### config.mk
export PLATFORM = sky130hd
export DESIGN_NAME = mm_burstless_write_master
export DESIGN_NICKNAME = d
export VERILOG_FILES = /design/src/rtl/mm_master_pkg.sv /design/src/rtl/mm_wr_fifo.sv /design/src/rtl/mm_burstless_write_master.sv
export SDC_FILE = /design/constraint.sdc
export NUM_CORES = 1
export LEC_CHECK = 0
export CORE_ASPECT_RATIO = 1.25
export CORE_MARGIN = 4
export CORE_UTILIZATION = 55
export DETAILED_ROUTE_END_ITERATION = 12
export DONT_BUFFER_PORTS = 1
export PLACE_DENSITY = 0.67
export SYNTH_ARGS = -nofsm -noshare
export SYNTH_HDL_FRONTEND = slang
export SYNTH_HIERARCHICAL = 1
export SYNTH_SLANG_ARGS = --single-unit
### constraint.sdc
create_clock -name clk -period 5.67 [get_ports clk]
set_clock_uncertainty 0.05 [all_clocks]
set_input_delay 0.8505 -clock clk [delete_from_list [all_inputs] [get_ports clk]]
set_output_delay 0.8505 -clock clk [all_outputs]
set_load 0.005 [all_outputs]
### src/rtl/mm_master_pkg.sv
// Shared types and constants for the burstless Avalon-MM write master.
package mm_master_pkg;

    typedef enum logic {
        IDLE = 1'b0,
        RUN  = 1'b1
    } wm_state_t;

    localparam int         WORD_BYTES     = 4;
    localparam logic [3:0] BYTEENABLE_ALL = 4'hF;

endpackage

### src/rtl/mm_wr_fifo.sv
// Show-ahead FIFO buffering user write words ahead of the Avalon write beats.
module mm_wr_fifo #(
    parameter int DEPTH = 16,
    parameter int WIDTH = 32
) (
    input  logic                     clk,
    input  logic                     n_rst,
    input  logic                     push,
    input  logic                     pop,
    input  logic [WIDTH-1:0]         din,
    output logic [WIDTH-1:0]         dout,
    output logic                     full,
    output logic                     empty,
    output logic [$clog2(DEPTH):0]   count
);
    localparam int PW = $clog2(DEPTH);
    localparam int CW = PW + 1;

    logic [WIDTH-1:0] mem_q [DEPTH];
    logic [PW-1:0]    wr_ptr_q, rd_ptr_q;
    logic [CW-1:0]    count_q, count_d;
    logic             do_push, do_pop;

    assign full  = (count_q == CW'(DEPTH));
    assign empty = (count_q == '0);
    assign count = count_q;
    // Head is masked while empty so the write data bus reads zero after reset.
    assign dout  = empty ? '0 : mem_q[rd_ptr_q];

    // A push into a full FIFO is only taken when the head leaves in the same cycle.
    assign do_pop  = pop && !empty;
    assign do_push = push && (!full || do_pop);

    always_comb begin
        count_d = count_q;
        if (do_push && !do_pop) begin
            count_d = count_q + CW'(1);
        end else if (do_pop && !do_push) begin
            count_d = count_q - CW'(1);
        end
    end

    always_ff @(posedge clk) begin
        if (do_push) begin
            mem_q[wr_ptr_q] <= din;
        end
    end

    always_ff @(posedge clk or negedge n_rst) begin
        if (!n_rst) begin
            wr_ptr_q <= '0;
            rd_ptr_q <= '0;
            count_q  <= '0;
        end else begin
            if (do_push) wr_ptr_q <= wr_ptr_q + PW'(1);
            if (do_pop)  rd_ptr_q <= rd_ptr_q + PW'(1);
            count_q <= count_d;
        end
    end

endmodule

### src/rtl/mm_burstless_write_master.sv
// Avalon-MM write master: one single-beat word write per buffered user word
// until the commanded byte length is consumed.
module mm_burstless_write_master
    import mm_master_pkg::*;
#(
    parameter int ADDRESSWIDTH = 28,
    parameter int DATAWIDTH    = 32,
    parameter int FIFO_DEPTH   = 16
) (
    input  logic                        clk,
    input  logic                        n_rst,
    input  logic                        control_fixed_location,
    input  logic [ADDRESSWIDTH-1:0]     control_write_base,
    input  logic [ADDRESSWIDTH-1:0]     control_write_length,
    input  logic                        control_go,
    output logic                        control_done,
    input  logic                        user_write_buffer,
    input  logic [DATAWIDTH-1:0]        user_buffer_data,
    output logic                        user_buffer_full,
    output logic [ADDRESSWIDTH-1:0]     master_address,
    output logic                        master_write,
    output logic [3:0]                  master_byteenable,
    output logic [DATAWIDTH-1:0]        master_writedata,
    input  logic                        master_waitrequest,
    output wm_state_t                   dbg_state,
    output logic [$clog2(FIFO_DEPTH):0] dbg_fifo_count
);
    localparam int AW = ADDRESSWIDTH;
    localparam int WW = ADDRESSWIDTH - 2;

    wm_state_t     state_q;
    logic [AW-1:0] addr_q, addr_d;
    logic [WW-1:0] words_q;
    logic          fixed_q;
    logic          fifo_empty;
    logic          beat_accept;
    logic          unused_low_bits;

    assign unused_low_bits = ^{control_write_base[1:0], control_write_length[1:0]};

    // Handshake: a beat transfers on any cycle where master_write is high and
    // master_waitrequest is low; address and data only move on such a cycle,
    // so they hold stable for the whole stall.
    assign master_write      = (state_q == RUN) && !fifo_empty;
    assign beat_accept       = master_write && !master_waitrequest;
    assign master_address    = addr_q;
    assign master_byteenable = BYTEENABLE_ALL;
    assign control_done      = (state_q == IDLE);
    assign dbg_state         = state_q;
    assign addr_d            = addr_q + AW'(WORD_BYTES);

    mm_wr_fifo #(
        .DEPTH (FIFO_DEPTH),
        .WIDTH (DATAWIDTH)
    ) u_fifo (
        .clk   (clk),
        .n_rst (n_rst),
        .push  (user_write_buffer),
        .pop   (beat_accept),
        .din   (user_buffer_data),
        .dout  (master_writedata),
        .full  (user_buffer_full),
        .empty (fifo_empty),
        .count (dbg_fifo_count)
    );

    always_ff @(posedge clk or negedge n_rst) begin
        if (!n_rst) begin
            state_q <= IDLE;
            addr_q  <= '0;
            words_q <= '0;
            fixed_q <= 1'b0;
        end else begin
            case (state_q)
                IDLE: begin
                    // A command shorter than one word carries no work and is dropped.
                    if (control_go && (control_write_length[AW-1:2] != '0)) begin
                        addr_q  <= {control_write_base[AW-1:2], 2'b00};
                        words_q <= control_write_length[AW-1:2];
                        fixed_q <= control_fixed_location;
                        state_q <= RUN;
                    end
                end
                RUN: begin
                    if (beat_accept) begin
                        words_q <= words_q - WW'(1);
                        if (!fixed_q) addr_q <= addr_d;
                        if (words_q == WW'(1)) state_q <= IDLE;
                    end
                end
                default: state_q <= IDLE;
            endcase
        end
    end

endmodule

# Yosys cells after proc, flatten, opt, wreduce, memory -nomap -nowiden
# Memory sizes are Yosys's and may differ from the RTL's.
# Cells that the tools add are included.
totals:
  register_bits: 69
  mem_bits_rw: 512
  wordCells: 55
  mem_count: 1
memory_table:
  columns: ["name", "depth", "word_bits", "rd", "rd_ports_with_merged_regs", "write_ports", "line", "source"]
  rows:
  - ["u_fifo.mem_q", 16, 32, 1, 0, 1, "mm_wr_fifo.sv:19", "logic [WIDTH-1:0] mem_q [DEPTH];"]
classes:
  add_sub_neg: 6
  eq_ne: 5
  mux: 16
  bitwise: 1
  reduce_logical: 19
op_table:
  columns: ["operator", "n"]
  rows:
  - ["28-bit two-way mux", 3]
  - ["28-bit one-hot mux with 2 select lines", 1]
  - ["26-bit two-way mux", 2]
  - ["26-bit one-hot mux with 2 select lines", 1]
  - ["32-bit two-way mux", 1]
  - ["28-bit by 3-bit adder with 28-bit output, second input constant", 1]
  - ["26-bit by 1-bit == test with 1-bit output, second input constant", 1]
  - ["26-bit nonzero test", 1]
  - ["26-bit by 1-bit subtractor with 26-bit output, second input constant", 1]
  - ["5-bit two-way mux", 2]
  - ["4-bit by 1-bit adder with 4-bit output, second input constant", 2]
  - ["1-bit logical AND", 7]
  - ["5-bit by 1-bit adder with 5-bit output, second input constant", 1]
  - ["5-bit == test, second input constant", 1]
  - ["1-bit logical NOT", 5]
  - ["5-bit logical NOT", 1]
  - ["1-bit two-way mux", 5]
  - ["5-bit by 1-bit subtractor with 5-bit output, second input constant", 1]
  - ["2-bit by 1-bit inequality test with 1-bit output, second input constant", 2]
  - ["2-bit AND reduction", 2]
  - ["3-bit AND reduction", 1]
  - ["2-bit inequality test, second input constant", 1]
  - ["1-bit one-hot mux with 2 select lines", 1]
  - ["2-bit nonzero test", 1]
  - ["other kinds (2)", 2]

# Longest topological paths before layout
logic_depth:
  word_depth: 11
  mapped_depth: 15
  mapped_depth_nobuf: 12

# Modules after synthesis
# The synthesis kept the hierarchy.
modules_own_cells:
  columns: ["mod", "instances", "cells_each", "area_per_inst_um2"]
  rows:
  - ["mm_wr_fifo", 1, 873, 20334.5]
  - ["mm_burstless_write_master", 1, 415, 3644.7]

# Worst setup path before layout
# No wires, ideal clock.
synth_timing:
  kind: "input-to-reg"
  start: "input master_waitrequest"
  end: "memory u_fifo.mem_q[6][0] (enable)"
  t_arrival_ps: 4624
  required_ps: 5152
  path_slack_ps: 528
  cell_stages: 8
  path_buffers: 3
  cell_sequence: "or3b_4 inv_1 buf_4 buf_4 o31a_1 clkbuf_1 nand2_1 nor3b_1"
synth_between:
  elab_chain_len: 7
synth_lines:
  columns: ["element", "line", "source"]
  rows:
  - ["start: declaration", "mm_burstless_write_master.sv:24", "input logic master_waitrequest,"]
  - ["1-bit logical NOT", "mm_burstless_write_master.sv:45", "assign beat_accept = master_write && !master_waitrequest;"]
  - ["1-bit logical AND", "mm_burstless_write_master.sv:45", null]
  - ["net beat_accept", "mm_burstless_write_master.sv:36", "logic beat_accept;"]
  - ["1-bit logical AND", "mm_wr_fifo.sv:31", "assign do_pop = pop && !empty;"]
  - ["1-bit logical OR", "mm_wr_fifo.sv:32", "assign do_push = push && (!full || do_pop);"]
  - ["1-bit logical AND", "mm_wr_fifo.sv:32", null]
  - ["net u_fifo.do_push", "mm_wr_fifo.sv:22", "logic do_push, do_pop;"]
  - ["1-bit two-way mux", "mm_wr_fifo.sv:44", "if (do_push) begin"]
  - ["1-bit two-way mux (implied by the code)", "mm_wr_fifo.sv:45", "mem_q[wr_ptr_q] <= din;"]
  - ["end: declaration", "mm_wr_fifo.sv:19", null]
# The timed path passes the listed nets, and every way through them passes these cells.

# Final worst setup path
layout_timing:
  start: "register u_fifo.rd_ptr_q[3]"
  end: "output master_writedata[0]"
layout_between:
  elab_chain_len: 2
layout_lines:
  columns: ["element", "line", "source"]
  rows:
  - ["start: declaration", "mm_wr_fifo.sv:20", "logic [PW-1:0] wr_ptr_q, rd_ptr_q;"]
  - ["start signal: assignment", "mm_wr_fifo.sv:56", "if (do_pop) rd_ptr_q <= rd_ptr_q + PW'(1);"]
  - ["memory read 16 x 32 bit", null, null]
  - ["32-bit two-way mux", "mm_wr_fifo.sv:28", "assign dout = empty ? '0 : mem_q[rd_ptr_q];"]
  - ["end: declaration", "mm_burstless_write_master.sv:23", "output logic [DATAWIDTH-1:0] master_writedata,"]
# Every way passes these cells.

==> summary.txt <==
Logic synthesis
  • Synth top area cells: edfxtp_1 (64%), mux4_2 (12%), dfrtp_1 (7.0%)
  • Syn Inst Count: ~1300
  • Seq/Total Area, Yosys: 71.11%
  • Adder-Cell Fraction of Synth Area: less than 1%
  • Synth Area in Simple Gates: under 10%
  • Mux contribution to synthesized area: between 10% and 20%
  • Synth top area share: 64.12%
  • Commonest cells post-synth: edfxtp_1 (512), mux4_2 (128), dfrtp_1 (67)
  • Asr flop ratio synth: between 10% and 20%
  • Post-synth EDFFs: 512
  • Synth Flop Type: edfxtp_1
  • Synth Area per Inst: 18.62 sq um
  • Main combinational cell family by area after synthesis: multiplexers
  • Yosys top cell by area: edfxtp_1
  • Most common cell in the netlist: edfxtp_1
  • Netlist Area Pre-Place: around 24000 sq um
  • Distinct cells, synth: between 70 and 80
  • Post-Synth XOR/XNOR Area: less than 1%
  • Seq cells post-synth: roughly 580
  • Synth warn: 6
  • Post-synthesis compound-gate area fraction: roughly 4.9%

CTS
  • Cts repair resizes: 0
  • Hold Buf Count CTS: 1
  • Clk_lat worst skew: ~590 ps
  • CTS Buf Count: 54
  • CTS sink cnt: 579
  • Setup Buffers After CTS: 0
  • H-tree lvl count: 2
  • Clk slew on worst S/H paths: 60 ps
  • Clock Path Buffers: 3
  • CTS root buffer: clkbuf_16
  • CTS tree: built

Route
  • Post-route ant nets: 0
  • Avg WL per Cell: around 27 microns
  • Final wirelength: slightly above 50000 microns
  • DR iter-0 viols: between 900 and 1000
  • DR vias: between 10000 and 15000
  • Drt drc: 0
  • Via-per-instance ratio: roughly 6.4
  • Drt first pass iters: 5

Critical path
  • Critical path depth in cells: 4
  • Crit-path max cell delay: roughly 1000 ps
  • Setup crit end kind: output port
  • Crit path capture: master_writedata[0]
  • Worst setup SP type: register
  • Worst setup path start: u_fifo/rd_ptr_q[3]
  • Critical path type: register to output port
  • Crit path buf inv count: 1
  • FF-to-FF path depth: 9
  • Cell family with most CP delay: flip-flops
  • Critical path data arrival time: ~3300 ps
  • R2R Path End: u_fifo/mem_q[5][9]
  • Slowest cell on crit path: dfrtp_2
  • Crit-path max FO: 34
  • Critical Path, Cell by Cell: buf_4 -> mux4_2 -> mux2_2 -> a221o_1
  • Reg2reg start: u_fifo/count[0]
  • Flop2flop setup slack: between 1500 and 2000 ps
  • CP required: ~4800 ps

Job
  • Maxcap violations: 0

Die
  • Die ar.: approximately 47000 sq um
  • Die Height: roughly 240 microns
  • Core Area: between 40000 and 50000 sq um
  • Number of top-level pins: about 170
  • Starting Density: a little under three fifths
  • Die width: ~200 microns
  • Row cnt: 85

GRT
  • Gr usage total: a little over a fifth
  • Number of global-route vias before repair: 12690
  • Largest net degree at the start of global routing: 68
  • Initial antenna violation count: 0
  • Gr ovfl total: 0
  • First-pass GRT wire length: approximately 80000 microns

Power
  • Leak: ~8.7 nW
  • Peak supply drop: 0.3035 mV
  • Pwr dens: between 400 and 500 nW/um^2

STA
  • Final setup violation count: 0
  • Unrepaired setup endpoints after global routing: false
  • Fmax: around 240 MHz
  • Final min period: around 4200 ps
  • Slew Viols, Final: 0
  • Worst-Margin Slew: roughly 1100 ps
  • Fin worst setup slack: about 1500 ps
  • Final hold violation count: 0
  • Setup TNS: 0 ps
  • Final worst-path cycle share: between 70% and 80%
  • Slew headroom: between 20% and 30%

Place
  • Port buffer count: 0
  • GPL Wtd Cong: between 0.8 and 0.9
  • HPWL Detailed: a little over 30000 microns
  • Worst slack, placed: 1829 ps
  • Placed inst area: 24680 sq um

Hold path
  • Hold Path Class: primary input to async pin

Cells and area
  • FILL cells: about 3100
  • Fraction of layout cells with a size suffix above 1: about 25%
  • Post-layout util: between 60% and 70%
  • Design Area, Final: approximately 27000 sq um
  • NumNets Final: 1421
  • Ant diodes: 0
  • Area Overhead vs Synth: 10.85%

Outcome
  • Outcome: finished, final reports clean
-- routing by layer --
metal	routed length (microns)	GRT usage (%)	share of wire, %	up-vias
met2	25990	36.68	51	342
met4	888	5.228	1.7	0
met3	3259	5.049	6.4	65
met5	0	0	0	-
li1	-	-	-	5335
met1	21020	29.80	41	6476
-- placed cells by master (no fill, tap or decap), drive strengths merged, types with 6 or more instances in the layout --
| master | synthesis | layout |
|---|---|---|
| nor2 | 40 | 40 |
| dfrtp | 67 | 67 |
| conb | 2 | 6 |
| and2b | 8 | 8 |
| o22ai | 20 | 20 |
| mux4 | 128 | 128 |
| buf | 53 | 37 |
| a221o | 36 | 36 |
| a211oi | 6 | 6 |
| nand2 | 61 | 61 |
| and3 | 10 | 10 |
| nand4 | 11 | 11 |
| inv | 13 | 15 |
| clkbuf | 18 | 66 |
| a21oi | 43 | 43 |
| and2 | 10 | 10 |
| nor3b | 6 | 6 |
| nor4 | 19 | 19 |
| ha | 12 | 12 |
| edfxtp | 512 | 512 |
| nand3 | 22 | 22 |
| o21ai | 11 | 11 |
| xnor2 | 9 | 9 |
| bufinv | 0 | 10 |
| mux2i | 23 | 23 |
| nor3 | 22 | 22 |
| or3 | 7 | 7 |
| clkinv | 0 | 21 |
| mux2 | 35 | 35 |
| nor2b | 26 | 26 |
-- cell families after synthesis --
family,count (synthesis)
and+or+nand+nor,258
muxes,186
adders and majority gates,13
other,2
DFF,579
xor gates and xnor gates,11
buffers and inverters,84
AOI/OAI and AO/OA,155
-- cell type report --
type | instances | area (sq um) | area share (%)
sequential | 579 | 17060 | 64.18
multi-input combinational | 629 | 6520 | 24.53
clock buffer | 66 | 1428 | 5.371
tap | 565 | 706.9 | 2.659
clock inverter | 35 | 444.2 | 1.671
timing repair buffer | 37 | 372.9 | 1.403
inverter | 13 | 48.80 | 0.1836
-- report_power, final --
group	leakage, nW	total (mW)	internal, mW	switching (mW)
sequential	5.44	5.58	5.13	0.453
combinational	2.33	3.27	1.64	1.63
clock	0.912	3.79	2.25	1.54
-- registers in the layout, summed over array words and instances (netlist names) --
register         cells
dbg_state            1
fixed_q              1
master_address      26
u_fifo/count         5
u_fifo/mem_q       512
u_fifo/rd_ptr_q      4
u_fifo/wr_ptr_q      4
words_q             26
-- stage by stage --
stage / hold WS [ps] / cells / power [mW]
final: 70.73 / 1924 / 12.65
after global routing: 75.14 / 1924 / 13.27
after CTS: 77.69 / 1924 / 12.82
after detailed placement: 480.8 / 1822 / 9.006
after global placement: 477.0 / 1822 / 8.951
after floorplan: 445.5 / 1292 / 8.059
-- worst min-delay path by stage --
stage / cells after the start / start / endpoint / slack [ps]
6_report: 1 / n_rst / words_q[22] / 70
5_1_grt: 1 / n_rst / words_q[23] / 80
4_1_cts: 1 / n_rst / u_fifo/rd_ptr_q[0] / 80
3_5_place_dp: 1 / words_q[4] / words_q[4] / 480
3_3_place_gp: 1 / words_q[4] / words_q[4] / 480
2_1_floorplan: 1 / words_q[4] / words_q[4] / 450
Power figures use the tool's default switching activity.
